==> src/rtl/dpwm_duty_sched.sv <==
// dpwm_duty_sched: clamps compensator duty commands, soft-starts and fault-gates them, and hands them to the DPWM only at period boundaries
module dpwm_duty_sched #(
  parameter int DW      = 9,
  parameter int CNT_W   = 6,
  parameter int DMAX    = 460,
  parameter int DMIN    = 0,
  parameter int SS_STEP = 4,
  parameter int SS_DIV  = 2
) (
  input  logic          clk,
  input  logic          rst,
  input  logic          en,
  input  logic          fault,
  input  logic [DW-1:0] d_cmd,
  input  logic          d_cmd_vld,
  output logic          d_cmd_rdy,
  output logic [DW-1:0] d_n_out,
  output logic          pwm_en,
  output logic          period_tick,
  output logic [1:0]    state
);
  typedef enum logic [1:0] {IDLE, SOFTSTART, RUN, FLT} state_t;
  localparam logic [DW-1:0] DMAX_W = DW'(DMAX);
  localparam logic [DW-1:0] DMIN_W = DW'(DMIN);
  localparam int SW = SS_DIV > 1 ? $clog2(SS_DIV) : 1;
  localparam logic [SW-1:0] SS_LAST = SW'(SS_DIV - 1);
  state_t st, st_n;
  logic [CNT_W-1:0] pcnt, pcnt_n;
  logic [DW-1:0] shadow, shadow_n, ramp, ramp_n, d_n, clamped, sh_eff, ramp_sat;
  logic [DW:0] ramp_sum;
  logic [SW-1:0] ss_cnt, ss_n;
  logic pen_n, cap, last;
  assign state = st;
  assign d_cmd_rdy = (st == SOFTSTART) || (st == RUN);
  assign pcnt_n = pcnt + 1'b1;
  assign cap = d_cmd_vld && d_cmd_rdy && !fault;
  assign clamped = d_cmd > DMAX_W ? DMAX_W : (d_cmd <= DMIN_W ? DMIN_W : d_cmd);
  // a command captured in the boundary cycle is forwarded straight into that boundary's update
  assign sh_eff = cap ? clamped : shadow;
  assign ramp_sum = {1'b0, ramp} + (DW + 1)'(SS_STEP);
  assign ramp_sat = ramp_sum > {1'b0, DMAX_W} ? DMAX_W : ramp_sum[DW-1:0];
  assign last = ss_cnt == SS_LAST;
  always_ff @(posedge clk or posedge rst)
    if (rst) begin
      st          <= IDLE;
      pcnt        <= '0;
      period_tick <= 1'b0;
      d_n_out     <= '0;
      pwm_en      <= 1'b0;
      shadow      <= '0;
      ramp        <= '0;
      ss_cnt      <= '0;
    end else begin
      st          <= st_n;
      pcnt        <= pcnt_n;
      period_tick <= &pcnt_n;
      d_n_out     <= d_n;
      pwm_en      <= pen_n;
      shadow      <= shadow_n;
      ramp        <= ramp_n;
      ss_cnt      <= ss_n;
    end
  always_comb begin
    st_n     = st;
    d_n      = d_n_out;
    pen_n    = pwm_en;
    shadow_n = sh_eff;
    ramp_n   = ramp;
    ss_n     = ss_cnt;
    if (fault && st != FLT) begin
      st_n  = FLT;
      pen_n = 1'b0;
      d_n   = '0;
    end else if (st == FLT) begin
      if (!en && !fault) begin
        st_n     = IDLE;
        shadow_n = '0;
      end
    end else if (st == IDLE) begin
      if (en && period_tick) begin
        st_n   = SOFTSTART;
        ramp_n = '0;
        ss_n   = '0;
        pen_n  = 1'b1;
      end
    end else if (!en) begin
      st_n   = IDLE;
      pen_n  = 1'b0;
      d_n    = '0;
      ramp_n = '0;
    end else if (period_tick) begin
      if (st == RUN) d_n = sh_eff;
      else begin
        d_n    = sh_eff < ramp ? sh_eff : ramp;
        ss_n   = last ? '0 : ss_cnt + 1'b1;
        ramp_n = last ? ramp_sat : ramp;
        st_n   = ramp == DMAX_W ? RUN : SOFTSTART;
      end
    end
  end
endmodule

==> config.mk <==
export PLATFORM = sky130hd
export DESIGN_NAME = dpwm_duty_sched
export DESIGN_NICKNAME = d
export VERILOG_FILES = /design/src/rtl/dpwm_duty_sched.sv
export SDC_FILE = /design/constraint.sdc
export NUM_CORES = 1
export LEC_CHECK = 0
export BUFFER_PORTS_ARGS = -buffer_cell sky130_fd_sc_hd__buf_2
export CORE_MARGIN = 1.5
export CORE_UTILIZATION = 30
export CTS_CLUSTER_SIZE = 16
export DETAILED_ROUTE_END_ITERATION = 16
export HOLD_SLACK_MARGIN = 0.12
export PLACE_DENSITY = 0.55
export SYNTH_ARGS = -nofsm -noshare
export SYNTH_HDL_FRONTEND = slang
export SYNTH_SLANG_ARGS = --single-unit
==> constraint.sdc <==
create_clock -name clk -period 2.5 [get_ports clk]
set_input_delay 0.25 -clock clk [delete_from_list [all_inputs] [get_ports clk]]
set_output_delay 0.25 -clock clk [all_outputs]
set_load 0.01 [all_outputs]
Yosys cells after proc, flatten, opt, wreduce, memory -nomap -nowiden
Index checks and enable logic that the tools add are counted.
- bits in registers: 38
- add/subtract/negate cells: 3
- $lt $le $gt $ge: 4
- equal/unequal tests: 19
- muxes and demuxes: 40
- bitwise operators: 2
- reduce and logical (&&, ||, !) cells: 17
- operators with widths (operator ; number):
    2-to-1 mux 9 bit ; 20
    2-to-1 mux 2 bit ; 9
    AND reduction 6 bit ; 3
    != test 3 x 1 -> 1 bit, second input constant ; 4
    2-to-1 mux 1 bit ; 11
    adder 9 x 3 -> 10 bit, second input constant ; 1
    greater-than comparator 10 x 9 -> 1 bit, second input constant ; 1
    equality test 9 bit, second input constant ; 1
    greater-than comparator 9 bit, second input constant ; 1
    less-or-equal comparator 9 x 1 -> 1 bit, second input constant ; 1
    < comparator 9 bit ; 1
    != test 3 x 2 -> 1 bit, second input constant ; 3
    adder 6 x 1 -> 6 bit, second input constant ; 1
    != test 2 bit, second input constant ; 3
    AND reduction 3 bit ; 2
    logical AND 1 bit ; 5
    != test 5 x 1 -> 1 bit, second input constant ; 1
    != test 5 x 2 -> 1 bit, second input constant ; 1
    equality test 2 bit, second input constant ; 2
    != test 2 x 1 -> 1 bit, second input constant ; 2
    != test 4 x 3 -> 1 bit, second input constant ; 1
    AND reduction 4 bit ; 1
    nonzero test 2 bit ; 2
    equality test 2 x 1 -> 1 bit, second input constant ; 1
    5 further kinds ; 7

Longest topological paths before layout
- depth in word-level cells: 13
- depth in mapped cells: 12
- mapped depth without buffers: 11

Least setup slack after synthesis
Ideal clock, no wire load.
- kind: reg2reg
- start: register st[0], in the netlist state[0]
- end: register d_n_out[2]
- data arrival time: 2.803 ns
- data required time: 2.371 ns
- setup slack: -0.432 ns
- stages on the path, launching flop included: 12
- path buffers: 1
- clock period less this slack: 2.932 ns
- path through: dfrtp_1 -> inv_1 -> ha_1 -> nand3b_1 -> buf_2 -> o21ai_0 -> ha_1 -> o211ai_1 -> a21oi_1 -> o41ai_4 -> mux2i_1 -> o21ai_1
- cells in the longest elaborated chain, start to end: 13
- elaborated cells between the ends (all ways): 22
- ends and longest elaborated chain (element ; line ; source):
    from (decl) ; 27 ; state_t st, st_n;
    from (signal assigned) ; 54 ; st <= st_n;
    equality test 2 x 1 -> 1 bit / equality test 2 bit (equally long branches) ; 34 ; assign d_cmd_rdy = (st == SOFTSTART) || (st == RUN);
    logical OR 1 bit (*) ; 34 ;
    named net d_cmd_rdy ; 16 ; output logic d_cmd_rdy,
    logical AND 1 bit (*) (2 in series) ; 36 ; assign cap = d_cmd_vld && d_cmd_rdy && !fault;
    2-to-1 mux 9 bit (*) ; 39 ; assign sh_eff = cap ? clamped : shadow;
    < comparator 9 bit ; 94 ; d_n = sh_eff < ramp ? sh_eff : ramp;
    2-to-1 mux 9 bit ; 94 ;
    2-to-1 mux 9 bit (*) ; 92 ; if (st == RUN) d_n = sh_eff;
    2-to-1 mux 9 bit (*) ; 91 ; end else if (period_tick) begin
    2-to-1 mux 9 bit (*) ; 86 ; end else if (!en) begin
    2-to-1 mux 9 bit (*) ; 79 ; end else if (st == IDLE) begin
    2-to-1 mux 9 bit (*) ; 74 ; end else if (st == FLT) begin
    2-to-1 mux 9 bit (*) ; 70 ; if (fault && st != FLT) begin
    to (signal assigned) ; 57 ; d_n_out <= d_n;
    to (decl) ; 17 ; output logic [DW-1:0] d_n_out,
Mark *: on every way through the listed nets, which the timed path passes. The rest lies on a longest branch. The select of a mux whose other input is x is not followed.
A chain may end at the register's enable or synchronous reset.

Final worst setup path
- start: register st[1], in the netlist state[1]
- end: register d_n_out[5]
- cells in the longest elaborated chain, start to end: 13
- elaborated cells between the ends (all ways): 22
- ends and longest elaborated chain (element ; line):
    equality test 2 x 1 -> 1 bit / equality test 2 bit (equally long branches) ; 34, 92
    logical OR 1 bit ; 34
    logical AND 1 bit (2 in series) ; 36
    2-to-1 mux 9 bit ; 39
    < comparator 9 bit ; 94
    2-to-1 mux 9 bit ; 94
    2-to-1 mux 9 bit ; 92
    2-to-1 mux 9 bit ; 91
    2-to-1 mux 9 bit ; 86
    2-to-1 mux 9 bit ; 79
    2-to-1 mux 9 bit ; 74
    2-to-1 mux 9 bit ; 70
Parallel ways exist; a longest one is shown, timed or not. The select of a mux whose other input is x is not followed.

==> impl_metrics.json <==
{
  "final_common_cell": "dfrtp_1",
  "synth.distinct_cells": 40,
  "fp-row-count": 30,
  "p_comb_share_pct": 52.9,
  "numCtsBuffers": 5,
  "die_area_um2": 7680,
  "outcome": "complete, but fails checks",
  "design_area_um2": 2740,
  "critPathKind": "flop to flop",
  "fp.dieH_um": 87.6,
  "grt_max_degree": 37,
  "cts_root_buffer": "clkbuf_8",
  "critPathBufInv": 3,
  "clkTransAtPathRegs_ns": 0.07,
  "clock_path_buffers": 2,
  "p_clk_share_pct": 17.9,
  "worst_clock_skew_ns": 0.00490,
  "antenna_found_initial": 0,
  "worstMarginPinSlew_ns": 0.754,
  "synth_edf_count": 0,
  "grt_setup_unrepaired": "true",
  "worst_slack_ns": -0.112,
  "clk-insertion-delay-late_ns": 0.28,
  "dpl.cell_count": 371,
  "max_slew_margin_pct": 49.6,
  "setup_violations": 9,
  "drc": 0,
  "portBuffers": 27,
  "cts_num_sinks": 36,
  "core-area_um2": 6870,
  "final_cells": 383,
  "max-vdd-ir-drop_mv": 0.471,
  "area_growth_pct": 27.6,
  "synth_seq_cells": 36,
  "yosys_warnings": 0,
  "slowest_stage": "dfrtp_2",
  "wl_met1_um": 2450,
  "hold_viol": 0,
  "seqPwrFrac_pct": 29.2,
  "grt_pass1_wl_um": 8250,
  "finalCriticalPeriod_ns": 2.61,
  "grt_pass1_vias": 1809,
  "violations": "setup timing",
  "report.final.slew_viol_count": 0,
  "initial_core_util_pct": 31.3,
  "syn-instance-count": 235,
  "cp_max_fo": 7,
  "tritoncts": "done",
  "fmax_ghz": 0.383,
  "maxCapViolCount": 0,
  "min_period_over_period_pct": 104,
  "dpl_cell_area_um2": 2550,
  "grt_usage_pct": 13.9,
  "antenna_left": 0,
  "drtIter0Drc": 106,
  "route.met2.wl_um": 2250,
  "vias": 1825,
  "syn_area_per_cell_um2": 9.14,
  "power_density_nw_per_um2": 887,
  "route.met3.wl_um": 129,
  "gr-total-overflow": 0,
  "synth_ff_type": "dfrtp_1",
  "synth_nets": 264,
  "cpLargestDelayFamily": "multiplexers",
  "swShare_pct": 35.4,
  "vias_per_cell": 4.77,
  "critical-path-max-stage-delay_ns": 0.41,
  "dp_hpwl_um": 3580,
  "wl_per_cell_um": 12.7,
  "fp.dieW_um": 87.6,
  "min_path_type": "input pin to flop",
  "async_reset_ff_share_pct": 100,
  "routed.top_layer": "met4",
  "worstPathCellList": "inv_2 -> ha_4 -> nand3b_1 -> buf_6 -> mux2_4 -> ha_4 -> a21oi_2 -> nor2b_2 -> o41ai_4 -> buf_6 -> mux2i_2 -> o21ai_1",
  "fin_nets": 315,
  "yosysSeqAreaShare_pct": 41.9,
  "h-tree-depth": 2,
  "crit_arrival_ns": 2.77,
  "first_pass_iters": 4,
  "layout_common_cells": "dfrtp_1, nand2_1, buf_2, buf_4, nor2_1",
  "internal_power_mw": 1.57,
  "end_kind": "flop",
  "start_kind": "flop",
  "drive_gt1_share_pct": 28.2,
  "wl_um": 4850,
  "fin_tns_setup_ns": -0.605,
  "ios": 28,
  "p_switching_uw": 860,
  "leakagePower_nw": 1.30,
  "num_antenna_cells": 0,
  "cp.required_ns": 2.66,
  "synth.cell_area_um2": 2150,
  "gp_congestion": 0.878
}
-- cell families after synthesis --
family                   after synthesis  share of synthesized area [%]
XOR/XNOR                               4                           1.63
buffers and inverters                 28                           5.42
adder cells (fa/ha/maj)               15                           8.74
multiplexers                          10                           4.83
AND/OR/NAND/NOR                       87                           20.2
AO/OA/AOI/OAI                         55                           17.2
flip-flops                            36                           41.9
-- sequential cells by signal, summed over array words and instances, names as in the netlist --
signal and flops:
pwm_en 1, period_tick 1, last 1, shadow 9, ramp 7, pcnt 6
state 2, d_n_out 9
-- worst min-delay path, cell delays in order --
cell      delay (ns)
buf_2           0.16
nand2b_4        0.12
o31ai_1         0.07
-- worst paths after layout --
kind	cells past startpoint	end	slack, ns	start
min	3	last$_DFFE_PP0P_	0.36	en
max in group asynchronous	4	state[1]$_DFFE_PP0P_	1.52	rst
max	12	d_n_out[5]$_DFFE_PP0P_	-0.11	state[1]$_DFFE_PP0P_
max reg2reg	12	d_n_out[5]$_DFFE_PP0P_	-0.11	state[1]$_DFFE_PP0P_
min reg2reg	1	pcnt[5]$_DFF_PP0_	0.47	pcnt[5]$_DFF_PP0_
min in group asynchronous	4	pcnt[1]$_DFF_PP0_	0.63	rst
-- cells in the mapped netlist, types with 2 or more instances --
library cell  instances  area (um^2)
nand2_1              32          120
inv_1                18         67.6
xnor2_1               2         17.5
a21o_1                4         30.0
ha_1                 15          188
nand2b_1              2         12.5
dfrtp_1              36          901
nor2b_1              10         62.6
buf_2                 3         15.0
o21ai_0              13         65.1
nand3_1              11         55.1
mux2_2                3         33.8
nand4_1               3         18.8
clkbuf_1              6         22.5
xor2_1                2         17.5
nor2_1               19         71.3
a21oi_1              12         60.1
o211ai_1              2         15.0
a22o_1                4         35.0
mux2i_1               7         70.1
and3_1                2         12.5
o22a_1                2         17.5
o31ai_1               2         15.0
a211oi_1              3         22.5
o21ai_1               7         35.0
-- metrics by stage --
stage | setup slack (ns) | power [mW] | hold WS (ns) | util (%)
after floorplan | -0.403 | 1.50 | 0.417 | -
after global placement | -0.267 | 1.87 | 0.391 | 37.1
after detailed placement | -0.302 | 1.87 | 0.398 | 37.1
after CTS | -0.123 | 2.46 | 0.358 | 39.9
after global routing | -0.267 | 2.61 | 0.362 | 39.9
final | -0.112 | 2.43 | 0.359 | 39.9
-- layer usage --
layer	vias up	GRT usage (%)
met5	-	0
met4	0	4.18
li1	912	-
met1	877	18.4
met2	32	22.8
met3	4	2.83
-- layout make-up --
| cell class | count | area, um^2 |
|---|---|---|
| fillers | 692 | 4130 |
| multi-input cells | 171 | 1210 |
| flip-flops and latches | 36 | 903 |
| repair buffers | 54 | 352 |
| well taps | 96 | 120 |
| clock buffers | 8 | 90.1 |
| inverters | 18 | 67.6 |
-- power by group through the flow --
stage               Combinational (mW)  Clock [mW]  Sequential [mW]
finish                            1.29       0.435            0.710
global placement                  1.14           0            0.722
floorplan                        0.770           0            0.731
global route                      1.42       0.476            0.720
detailed placement                1.15           0            0.720
CTS                               1.30       0.450            0.712
-- timing repair --
action,CTS,global route
pin swaps,10,0
buffers inserted,3,0
endpoints found under the setup margin,9,9
hold buffers,1,0
gates resized for setup,13,0
hold endpoints to repair,36,0
Power figures use the tool's default switching activity.
